[src/rtl/hazard_ctrl.sv]
// ID-stage hazard controller: load-use / control-operand stalls,
// redirect flush, memory freeze and saturating perf counters.
module hazard_ctrl #(
  parameter int REG_AW         = 5,
  parameter int CNT_W          = 4,
  parameter int LD_USE_STALL   = 1,
  parameter int LD_CTRL_STALL  = 2,
  parameter int ALU_CTRL_STALL = 1,
  parameter int PERF_W         = 16
) (
  input  logic              clk,
  input  logic              rst,
  input  logic              id_branch,
  input  logic              id_jal,
  input  logic              id_jalr,
  input  logic              id_uses_rs1,
  input  logic              id_uses_rs2,
  input  logic [REG_AW-1:0] id_rs1,
  input  logic [REG_AW-1:0] id_rs2,
  input  logic              id_br_taken,
  input  logic              id_pred_taken,
  input  logic              ex_reg_write,
  input  logic              ex_mem_read,
  input  logic [REG_AW-1:0] ex_rd,
  input  logic              mem_busy,
  output logic              stall,
  output logic              freeze,
  output logic              flush,
  output logic              mispredict,
  output logic [CNT_W-1:0]  stall_remaining,
  output logic [PERF_W-1:0] perf_stall_cyc,
  output logic [PERF_W-1:0] perf_flush_cnt
);

  typedef enum logic {
    IDLE,
    COUNT
  } state_t;

  localparam logic [CNT_W-1:0] C_ONE = CNT_W'(1);
  localparam logic [CNT_W-1:0] C_LDC = CNT_W'(LD_CTRL_STALL);
  localparam logic [CNT_W-1:0] C_LDU = CNT_W'(LD_USE_STALL);
  localparam logic [CNT_W-1:0] C_ALC = CNT_W'(ALU_CTRL_STALL);

  state_t           state_q;
  state_t           state_d;
  logic [CNT_W-1:0] cnt_q;
  logic [CNT_W-1:0] cnt_d;
  logic [CNT_W-1:0] haz_n;

  logic ctrl;
  logic rs1_hit;
  logic rs2_hit;
  logic any_hit;
  logic ld_ctrl;
  logic ld_use;
  logic alu_ctrl;
  logic no_haz;
  logic br_miss;

  logic [PERF_W-1:0] stall_cyc_q;
  logic [PERF_W-1:0] flush_cnt_q;

  // Operand match against EX and stall length, highest priority first.
  always_comb begin
    ctrl     = id_branch | id_jalr;
    rs1_hit  = id_uses_rs1 && (ex_rd != '0)
               && (ex_rd == id_rs1);
    rs2_hit  = id_uses_rs2 && !id_jalr
               && (ex_rd != '0)
               && (ex_rd == id_rs2);
    any_hit  = rs1_hit | rs2_hit;
    ld_ctrl  = ex_mem_read & ctrl & any_hit;
    ld_use   = ex_mem_read & ~ctrl & any_hit;
    alu_ctrl = ~ex_mem_read & ex_reg_write
               & ctrl & any_hit;
    no_haz   = ~(ld_ctrl | ld_use | alu_ctrl);
    haz_n    = '0;
    unique case (1'b1)
      ld_ctrl:  haz_n = C_LDC;
      ld_use:   haz_n = C_LDU;
      alu_ctrl: haz_n = C_ALC;
      no_haz:   haz_n = '0;
    endcase
  end

  // Stall countdown state and remaining-cycle register.
  always_ff @(posedge clk or posedge rst) begin
    if (rst) begin
      state_q <= IDLE;
      cnt_q   <= '0;
    end else begin
      state_q <= state_d;
      cnt_q   <= cnt_d;
    end
  end

  // Next state, stall and freeze; mem_busy holds the FSM.
  always_comb begin
    state_d = state_q;
    cnt_d   = cnt_q;
    stall   = 1'b0;
    freeze  = 1'b0;
    if (rst) begin
      state_d = IDLE;
      cnt_d   = '0;
    end else if (mem_busy) begin
      freeze = 1'b1;
    end else begin
      unique case (state_q)
        IDLE: begin
          if (haz_n != '0) begin
            stall = 1'b1;
            if (haz_n > C_ONE) begin
              state_d = COUNT;
              cnt_d   = haz_n - C_ONE;
            end
          end
        end
        COUNT: begin
          stall = 1'b1;
          if (cnt_q <= C_ONE) begin
            state_d = IDLE;
            cnt_d   = '0;
          end else begin
            cnt_d = cnt_q - C_ONE;
          end
        end
      endcase
    end
  end

  // Redirect only once operands are valid and the pipe moves.
  always_comb begin
    flush      = 1'b0;
    mispredict = 1'b0;
    br_miss    = id_branch
                 && (id_br_taken != id_pred_taken);
    if (!rst && !mem_busy && !stall) begin
      if (br_miss) begin
        flush      = 1'b1;
        mispredict = 1'b1;
      end else if (id_jalr) begin
        flush      = 1'b1;
      end else if (id_jal && !id_pred_taken) begin
        flush      = 1'b1;
        mispredict = 1'b1;
      end
    end
  end

  // Saturating stall-cycle and flush counters.
  always_ff @(posedge clk or posedge rst) begin
    if (rst) begin
      stall_cyc_q <= '0;
      flush_cnt_q <= '0;
    end else begin
      if (stall && !(&stall_cyc_q))
        stall_cyc_q <= stall_cyc_q + PERF_W'(1);
      if (flush && !(&flush_cnt_q))
        flush_cnt_q <= flush_cnt_q + PERF_W'(1);
    end
  end

  assign stall_remaining = cnt_q;
  assign perf_stall_cyc  = stall_cyc_q;
  assign perf_flush_cnt  = flush_cnt_q;

endmodule

[config.mk]
export PLATFORM = sky130hd
export DESIGN_NAME = hazard_ctrl
export DESIGN_NICKNAME = d
export VERILOG_FILES = /design/src/rtl/hazard_ctrl.sv
export SDC_FILE = /design/constraint.sdc
export NUM_CORES = 1
export LEC_CHECK = 0
export CORE_MARGIN = 4
export CORE_UTILIZATION = 30
export CTS_CLUSTER_SIZE = 25
export DETAILED_ROUTE_END_ITERATION = 10
export RECOVER_POWER = 25
export SLEW_MARGIN = 20
export SYNTH_ARGS = -nofsm -noshare
export SYNTH_HDL_FRONTEND = slang
export SYNTH_SLANG_ARGS = --single-unit
[constraint.sdc]
create_clock -name clk -period 2.5 [get_ports clk]
set_input_delay 0.25 -clock clk [delete_from_list [all_inputs] [get_ports clk]]
set_output_delay 0.25 -clock clk [all_outputs]
set_load 0.1 [all_outputs]
Yosys cells after proc, flatten, opt, wreduce, memory -nomap -nowiden

Cells that the tools add are included.

Register bits: 37
Bits in latches: 0
Bits in writable memories: 0
ROM bits: 0
Bits of input ports: 27
Output and inout port bits: 40
Memories kept: 0

$add $sub $neg: 4
$mul: 0
Div/mod/pow operators: 0
Magnitude comparators: 2
Equal/unequal tests: 6
Shifts and indexed selects: 0
Multiplexer cells: 26
Bitwise gates (word level): 15
Reduce and logical (&&, ||, !) cells: 24

Operators with widths:

| operator                                                                         | number |
|---|---|
| 16-bit by 1-bit adder with 16-bit output, second input constant                  | 2 |
| 16-bit AND reduction                                                             | 2 |
| 4-bit two-way mux                                                                | 5 |
| 1-bit two-way mux                                                                | 17 |
| 4-bit case mux with 3 select lines                                               | 1 |
| 1-bit logical AND                                                                | 11 |
| 5-bit equality test                                                              | 2 |
| 4-bit case mux with 2 select lines                                               | 1 |
| 4-bit by 1-bit subtractor with 4-bit output, second input constant               | 2 |
| 1-bit AND                                                                        | 7 |
| 1-bit logical NOT                                                                | 7 |
| 3-bit inequality test, second input constant                                     | 2 |
| 5-bit nonzero test                                                               | 1 |
| 4-bit by 1-bit greater-than comparator with 1-bit output, second input constant  | 1 |
| 4-bit by 1-bit less-or-equal comparator with 1-bit output, second input constant | 1 |
| 1-bit NOT                                                                        | 4 |
| 1-bit OR                                                                         | 4 |
| 1-bit case mux with 2 select lines                                               | 2 |
| 4-bit nonzero test                                                               | 1 |
| 3-bit AND reduction                                                              | 1 |
| 2-bit inequality test, second input constant                                     | 1 |
| 2-bit OR reduction                                                               | 1 |
| 1-bit inequality test                                                            | 1 |

Depth between registers and ports, before layout

Gate-level depths: netlist (run 1).

Word-level depth: 19
Mapped depth: 9
Depth with buffers taken out: 7

Least setup slack after synthesis (run 1)

OpenSTA, ideal clock, no wires.

Path kind: in2out
Start point: in ex_rd[1]
End point: out flush
Data arrival time: 3.832 ns
Setup slack: -1.582 ns
Stages: 6
Cells stage by stage: or4_1 o211ai_2 o32ai_2 a21oi_2 buf_4 nor3b_1

Longest elaborated chain between the ends: 17
Elaborated cells on any way between the ends: 24
Those cells by class: 2 x eq/ne; 6 x mux; 7 x bitwise; 9 x reduce/logical

RTL lines:

| item                                        | line   | source |
|---|---|---|
| start, declared                             | 24     | `input logic [REG_AW-1:0] ex_rd,` |
| 5-bit nonzero test                          | 67, 70 |  |
| 1-bit logical AND, on equally long branches | 67, 70 |  |
| 1-bit logical AND, on equally long branches | 68, 71 |  |
| 1-bit OR (*)                                | 72     | `any_hit = rs1_hit \| rs2_hit;` |
| 1-bit AND, on equally long branches         | 73, 74 |  |
| 1-bit OR (2 in a row)                       | 77     | `no_haz = ~(ld_ctrl \| ld_use \| alu_ctrl);` |
| 1-bit NOT                                   | 77     |  |
| 4-bit case mux with 3 select lines (*)      | 79     | `unique case (1'b1)` |
| 4-bit nonzero test (*)                      | 112    | `if (haz_n != '0) begin` |
| 1-bit two-way mux (*)                       | 112    |  |
| 1-bit case mux with 2 select lines (*)      | 110    | `unique case (state_q)` |
| 1-bit two-way mux (*)                       | 107    | `end else if (mem_busy) begin` |
| 1-bit two-way mux (*)                       | 104    | `if (rst) begin` |
| 1-bit logical NOT (*)                       | 139    | `if (!rst && !mem_busy && !stall) begin` |
| 1-bit logical AND (*)                       | 139    |  |
| 1-bit two-way mux (*)                       | 139    |  |
| end, declared                               | 28     | `output logic flush,` |

Every way passes the cells marked *; elsewhere a longest branch is shown, timed or not. The select of a mux whose other input is x is not followed.

Worst setup path after layout (run 1)

Same ends and word-level chain as after synthesis.

==> impl_results.md, run 1 <==
- Critical path endpoint category: output port
- Worst Tran Pin Value: 1.01 ns
- ANT nets after route: 0
- Vias after detailed routing: 1815
- DRC Markers: 0
- WL/cell: 14.3 um
- DP Wirelength: 4030 um
- Clk pin slew, worst setup/hold paths: 0.08 ns
- Antenna diodes: 0
- Pin count of the biggest net entering global routing: 19
- Total Die Area: 0.00832 mm^2
- Ys Warns: 0
- Clk root buf: clkbuf_8
- First-pass GRT wire length: 9030 um
- Routed vias/inst: 4.95
- Register bit count reported by yosys: 37
- WS Path Type: in -> out
- CP arrival: 2.13 ns
- Number of detailed-route iterations in the first pass: 5
- Startpoint Class: primary input
- Power density over the cells: 661 mW/mm^2
- Final setup margin: 0.124 ns
- Die Wd: 91.2 um
- Max Cap Viol: 0
- Syn avg cell area: 10.1 um^2
- RSZ-0062 raised after global routing: no
- Ports: 67
- Inserted Clock Buffers: 5
- Max VDD drop: 0.389 mV
- Hold_ws: 0.482 ns
- Post-Syn Area: 0.00208 mm^2
- Core Area: 0.00676 mm^2
- Setup Skew: 0.00971 ns
- Clock sink count: 37
- Fmax: 421 MHz
- Share of layout cells above drive strength 1: 31.4%
- Die Span Y: 91.2 um
- Setup violations, final: 0
- Final period utilization: 95.1%
- DRT Wirelength: 5260 um
- Tmin final: 2.38 ns
- Vias in the first global route: 1863
- Global route total overflow: 0
- FILL cells: 643
- Hold Violations, Final: 0
- Layout Nets: 317
- Reg area: 952 um^2
- Min-Delay Path Class: reg -> reg
- Distinct cells, synth: 44
- Multi-input gate area: 0.00116 mm^2
- PortBufs: 66
- CTS tree: built
- Slew headroom: 33.0%
- Crit Path Max Fanout: 3
- Fin. max-slew vios: 0
- Post-synthesis sequential area ratio: 44.6%
- Starting DRT DRC Count: 94
- Starting Density: 30.7%
- Design area: 0.00310 mm^2
- Area Overhead vs Synth: 49.3%
- Initial antenna violation count: 0
- Post-synth net total: 236
- Commonest cells after routing, fill and taps aside: buf_4 (46), xnor2_1 (24), clkdlybuf4s50_1 (22)
- Worst skew pair latency: 0.29 ns
- H-tree depth: 2
- Status: complete, no violations
- Row Count: 30
- DP Worst Slack: -0.103 ns
- Commonest non-fill, non-tap cell in the layout: buf_4
- Total GRT Usage: 13.0%
- Synth Instances: 205
- CTS max path bufs: 2
- GPL Wtd Cong: 0.799
- Required @ worst endpoint: 2.25 ns
- Tot Pwr: 2.05 mW
- Lkg Pwr: 1.39 nW
- Dpl cell area: 0.00296 mm^2
## cells by family (layout without fill, tap and decap cells)
group           after synthesis  after routing  share of synthesized area (%)
compound gates               19             19                           7.77
xor+xnor                     41             41                           17.3
fa+ha+maj                     4              4                           2.41
buf+inv                      14             96                           3.19
flops                        37             37                           44.6
mux                           5              5                           2.53
simple gates                 85             85                           22.2
## final timing paths
path                                                     start                             end  slack, ns  cells past startpoint
worst max-delay path                                  ex_rd[1]                           flush       0.12                      7
worst min-delay path            perf_flush_cnt[12]$_DFFE_PP0P_  perf_flush_cnt[12]$_DFFE_PP0P_       0.48                      1
worst max register to register   perf_flush_cnt[0]$_DFFE_PP0P_   perf_flush_cnt[1]$_DFFE_PP0P_       0.16                      7
worst min register to register  perf_flush_cnt[12]$_DFFE_PP0P_  perf_flush_cnt[12]$_DFFE_PP0P_       0.48                      1
max in group asynchronous                                  rst   perf_stall_cyc[5]$_DFFE_PP0P_       0.77                      4
min in group asynchronous                                  rst  stall_remaining[2]$_DFFE_PP0P_       0.49                      3
## report_power, final
| group | switching [mW] | internal [mW] |
|---|---|---|
| registers | 0.0745 | 0.662 |
| logic | 0.497 | 0.197 |
| clock network | 0.223 | 0.397 |
## layer usage
layer  vias to the layer above  track usage (%)  routed length (um)
met3                         2             3.31                 308
met5                         -                0                   0
met4                         0             2.39                   8
li1                        882                -                   -
met2                        64             21.5                2500
met1                       867             17.4                2450
## critical path, cell delays in order
cell and delay, ns:
clkdlybuf4s50_1 0.42, or4_4 0.45, o211ai_4 0.20, o32ai_4 0.13
a21oi_4 0.22, nor3b_4 0.25, buf_12 0.20
## registers in the layout (all words and copies together) (netlist names)
name / cells
perf_stall_cyc: 16
perf_flush_cnt: 16
stall_remaining: 4
state_q: 1
## cells in the mapped netlist, drive strengths merged
cell type | instances | share of area (%)
a311o | 1 | 0.48
nor2 | 12 | 2.2
mux2 | 2 | 1.1
clkbuf | 3 | 0.54
o211ai | 2 | 0.96
nand3b | 1 | 0.36
a21o | 1 | 0.36
and2 | 2 | 0.60
nor3 | 7 | 1.7
or3 | 1 | 0.30
o211a | 1 | 0.48
nand3 | 10 | 2.4
or4 | 1 | 0.36
a211oi | 1 | 0.96
xor2 | 17 | 7.2
and3 | 4 | 1.2
nor2b | 1 | 0.30
a21oi | 4 | 1.1
a221oi | 1 | 0.42
nand2b | 2 | 0.60
a22oi | 1 | 0.36
nor3b | 4 | 1.4
nor4 | 6 | 1.8
inv | 7 | 1.3
o21ai | 4 | 0.96
and4 | 3 | 1.3
nor4b | 1 | 0.42
o221ai | 1 | 0.42
buf | 4 | 1.4
or2 | 2 | 0.60
nand4 | 11 | 3.6
xnor2 | 24 | 10
dfrtp | 37 | 45
nand2 | 17 | 3.1
o32ai | 2 | 1.2
ha | 4 | 2.4
mux2i | 3 | 1.4
## final cells by class
class / instances / area share, %
tap: 80 / 3.23
multi-input combinational: 154 / 37.3
timing repair buffer: 81 / 23.6
clock inverter: 3 / 2.10
sequential: 37 / 30.7
inverter: 7 / 0.847
clock buffer: 5 / 2.22
## per-stage QoR
stage,instances,TNS (ns),utilization (%)
CTS,367,0,46.1
detailed placement,358,-0.529,43.9
global route,367,0,45.9
floorplan,205,-0.259,-
finish,367,0,45.9
global placement,358,-0.0875,43.9
## timing repair
item | 4_1_cts | 5_1_grt
resized for setup | 5 | 0
hold buffers | 0 | 0
setup endpoints to repair | 3 | 0
buffers inserted | 1 | 0
(Power assumes the default switching activity.)
==> run 2: changes to the inputs <==
- CTS_BUF_LIST: default -> sky130_fd_sc_hd__clkbuf_4 sky130_fd_sc_hd__clkbuf_8
==> results of run 2 <==
The final DEF is identical to that of run 1; final timing and power are the same.
==> run 3: changes to the inputs <==
- CORE_MARGIN: 4 -> default
- DONT_BUFFER_PORTS: default -> 1
- MAX_ROUTING_LAYER: default -> met4
==> impl_results.md, run 3 (synthesis results as in run 1) <==
- Status: complete, no violations
- Setup Skew: 0.00741 ns
- Pin count of the biggest net entering global routing: 35
- CTS resizes: 0
- DP Worst Slack: 0.141 ns
- Initial antenna violation count: 0
- Vias after detailed routing: 1691
- Fin. max-slew vios: 0
- Required @ worst endpoint: 2.67 ns
- Worst skew pair latency: 0.29 ns
- FILL cells: 652
- Min-Delay Path Class: in -> reg
- Min-delay src: rst
- Hold Path End: stall_remaining[1]$_DFFE_PP0P_
- Final setup margin: 0.129 ns
- Total Die Area: 0.00726 mm^2
- Worst Tran Pin Value: 1.23 ns
- RSZ-0062 raised after global routing: no
- WS Path Type: reg -> reg
- Commonest non-fill, non-tap cell in the layout: buf_4
- Tmin final: 2.37 ns
- DP Wirelength: 3770 um
- ANT nets after route: 0
- Reg2reg end: perf_flush_cnt[1]$_DFFE_PP0P_
- Crit Path Max Fanout: 7
- Hold Violations, Final: 0
- PortBufs: 0
- Area Overhead vs Synth: 30.8%
- Clk root buf: clkbuf_8
- Global route total overflow: 0
- Max VDD drop: 0.262 mV
- Clk pin slew, worst setup/hold paths: 0.08 ns
- Layout Nets: 283
- Row Count: 29
- Reg2reg setup slack: 0.13 ns
- Ports: 67
- Max Cap Viol: 0
- Power density over the cells: 699 mW/mm^2
- Total GRT Usage: 15.2%
- CP arrival: 2.54 ns
- Depth of the worst register-to-register path: 7
- Critical path endpoint category: flip-flop
- Lkg Pwr: 1.22 nW
- Hold_ws: 0.0701 ns
- Routed vias/inst: 5.12
- Antenna diodes: 0
- Die Wd: 85.2 um
- Share of layout cells above drive strength 1: 32.8%
- Critical R2R Launch: perf_flush_cnt[0]$_DFFE_PP0P_
- Slew headroom: 18.0%
- CTS tree: built
- Fmax: 422 MHz
- First-pass GRT wire length: 8310 um
- H-tree depth: 2
- Clock sink count: 37
- DRC Markers: 0
- Inserted Clock Buffers: 5
- WL/cell: 14.8 um
- Final period utilization: 94.8%
- Number of detailed-route iterations in the first pass: 4
- Startpoint Class: flip-flop
- Core Area: 0.00653 mm^2
- Starting DRT DRC Count: 60
- Hold Path Depth: 1
- Setup violations, final: 0
- Starting Density: 31.8%
- DRT Wirelength: 4900 um
- Die Span Y: 85.2 um
- CTS max path bufs: 2
- Vias in the first global route: 1709
- GPL Wtd Cong: 0.851
- Commonest cells after routing, fill and taps aside: buf_4 (42), xnor2_1 (24), dfrtp_1 (20)
- Tot Pwr: 1.90 mW
run 3: changes by cell type in the layout (fill, tap and decap cells not counted), moves of 2 or more:
cell	change
clkdlybuf4s50_1	-22
buf_12	-4
buf_4	-4
clkbuf_1	-2
dlygate4sd2_1	-3
run 3: layout make-up:
| type | instances | area, um^2 | share of cell area, % |
|---|---|---|---|
| Clock buffer | 6 | 82.6 | 3.04 |
| Clock inverter | 2 | 37.5 | 1.38 |
| Inverter | 7 | 26.3 | 0.967 |
| Multi-Input combinational cell | 154 | 1150 | 42.2 |
| Sequential cell | 37 | 952 | 35.1 |
| Tap cell | 77 | 96.3 | 3.55 |
| Timing Repair Buffer | 47 | 374 | 13.8 |
run 3: timing repair:
item	CTS	global route
hold buffers	1	0
buffers inserted	0	0
endpoints found under the hold margin	3	0
run 3: worst max-delay path by stage:
stage                                          end  depth (start not counted)                     startpoint  slack, ns
global placement     perf_flush_cnt[1]$_DFFE_PP0P_                          7  perf_flush_cnt[0]$_DFFE_PP0P_       0.20
detailed placement   perf_flush_cnt[1]$_DFFE_PP0P_                          7  perf_flush_cnt[0]$_DFFE_PP0P_       0.14
CTS                  perf_flush_cnt[1]$_DFFE_PP0P_                          7  perf_flush_cnt[0]$_DFFE_PP0P_       0.12
global route        perf_flush_cnt[15]$_DFFE_PP0P_                          8  perf_flush_cnt[0]$_DFFE_PP0P_       0.01
finish               perf_flush_cnt[1]$_DFFE_PP0P_                          7  perf_flush_cnt[0]$_DFFE_PP0P_       0.13
floorplan                                    flush                          6                       ex_rd[1]      -0.13
run 3: stage by stage:
stage	utilization, %	cell area, um^2	std cells	TNS (ns)
2_1_floorplan	-	2170	205	-0.259
3_3_place_gp	39.7	2590	321	0
3_5_place_dp	39.7	2590	321	0
4_1_cts	41.7	2720	330	0
5_1_grt	41.6	2720	330	0
6_report	41.6	2720	330	0
run 3: where the power goes:
group	internal (mW)	total, mW	switching [mW]
logic	0.153	0.666	0.513
clock network	0.324	0.540	0.216
registers	0.661	0.694	0.0325
run 3: worst max-delay path, stage by stage (launching register included):
cell and delay, ns:
dfrtp_4 0.49, ha_4 0.16, and3_1 0.20, and4_1 0.28, a311o_1 0.37, a211oi_4 0.23
buf_4 0.19, mux2_2 0.33
run 3: per-layer routing:
metal / up-vias / GRT usage [%] / wire length, um
met5: - / - / 0
met4: 0 / 4.62 / 48
met3: 5 / 4.28 / 309
met2: 44 / 24.0 / 2320
met1: 826 / 18.9 / 2220
li1: 816 / - / -
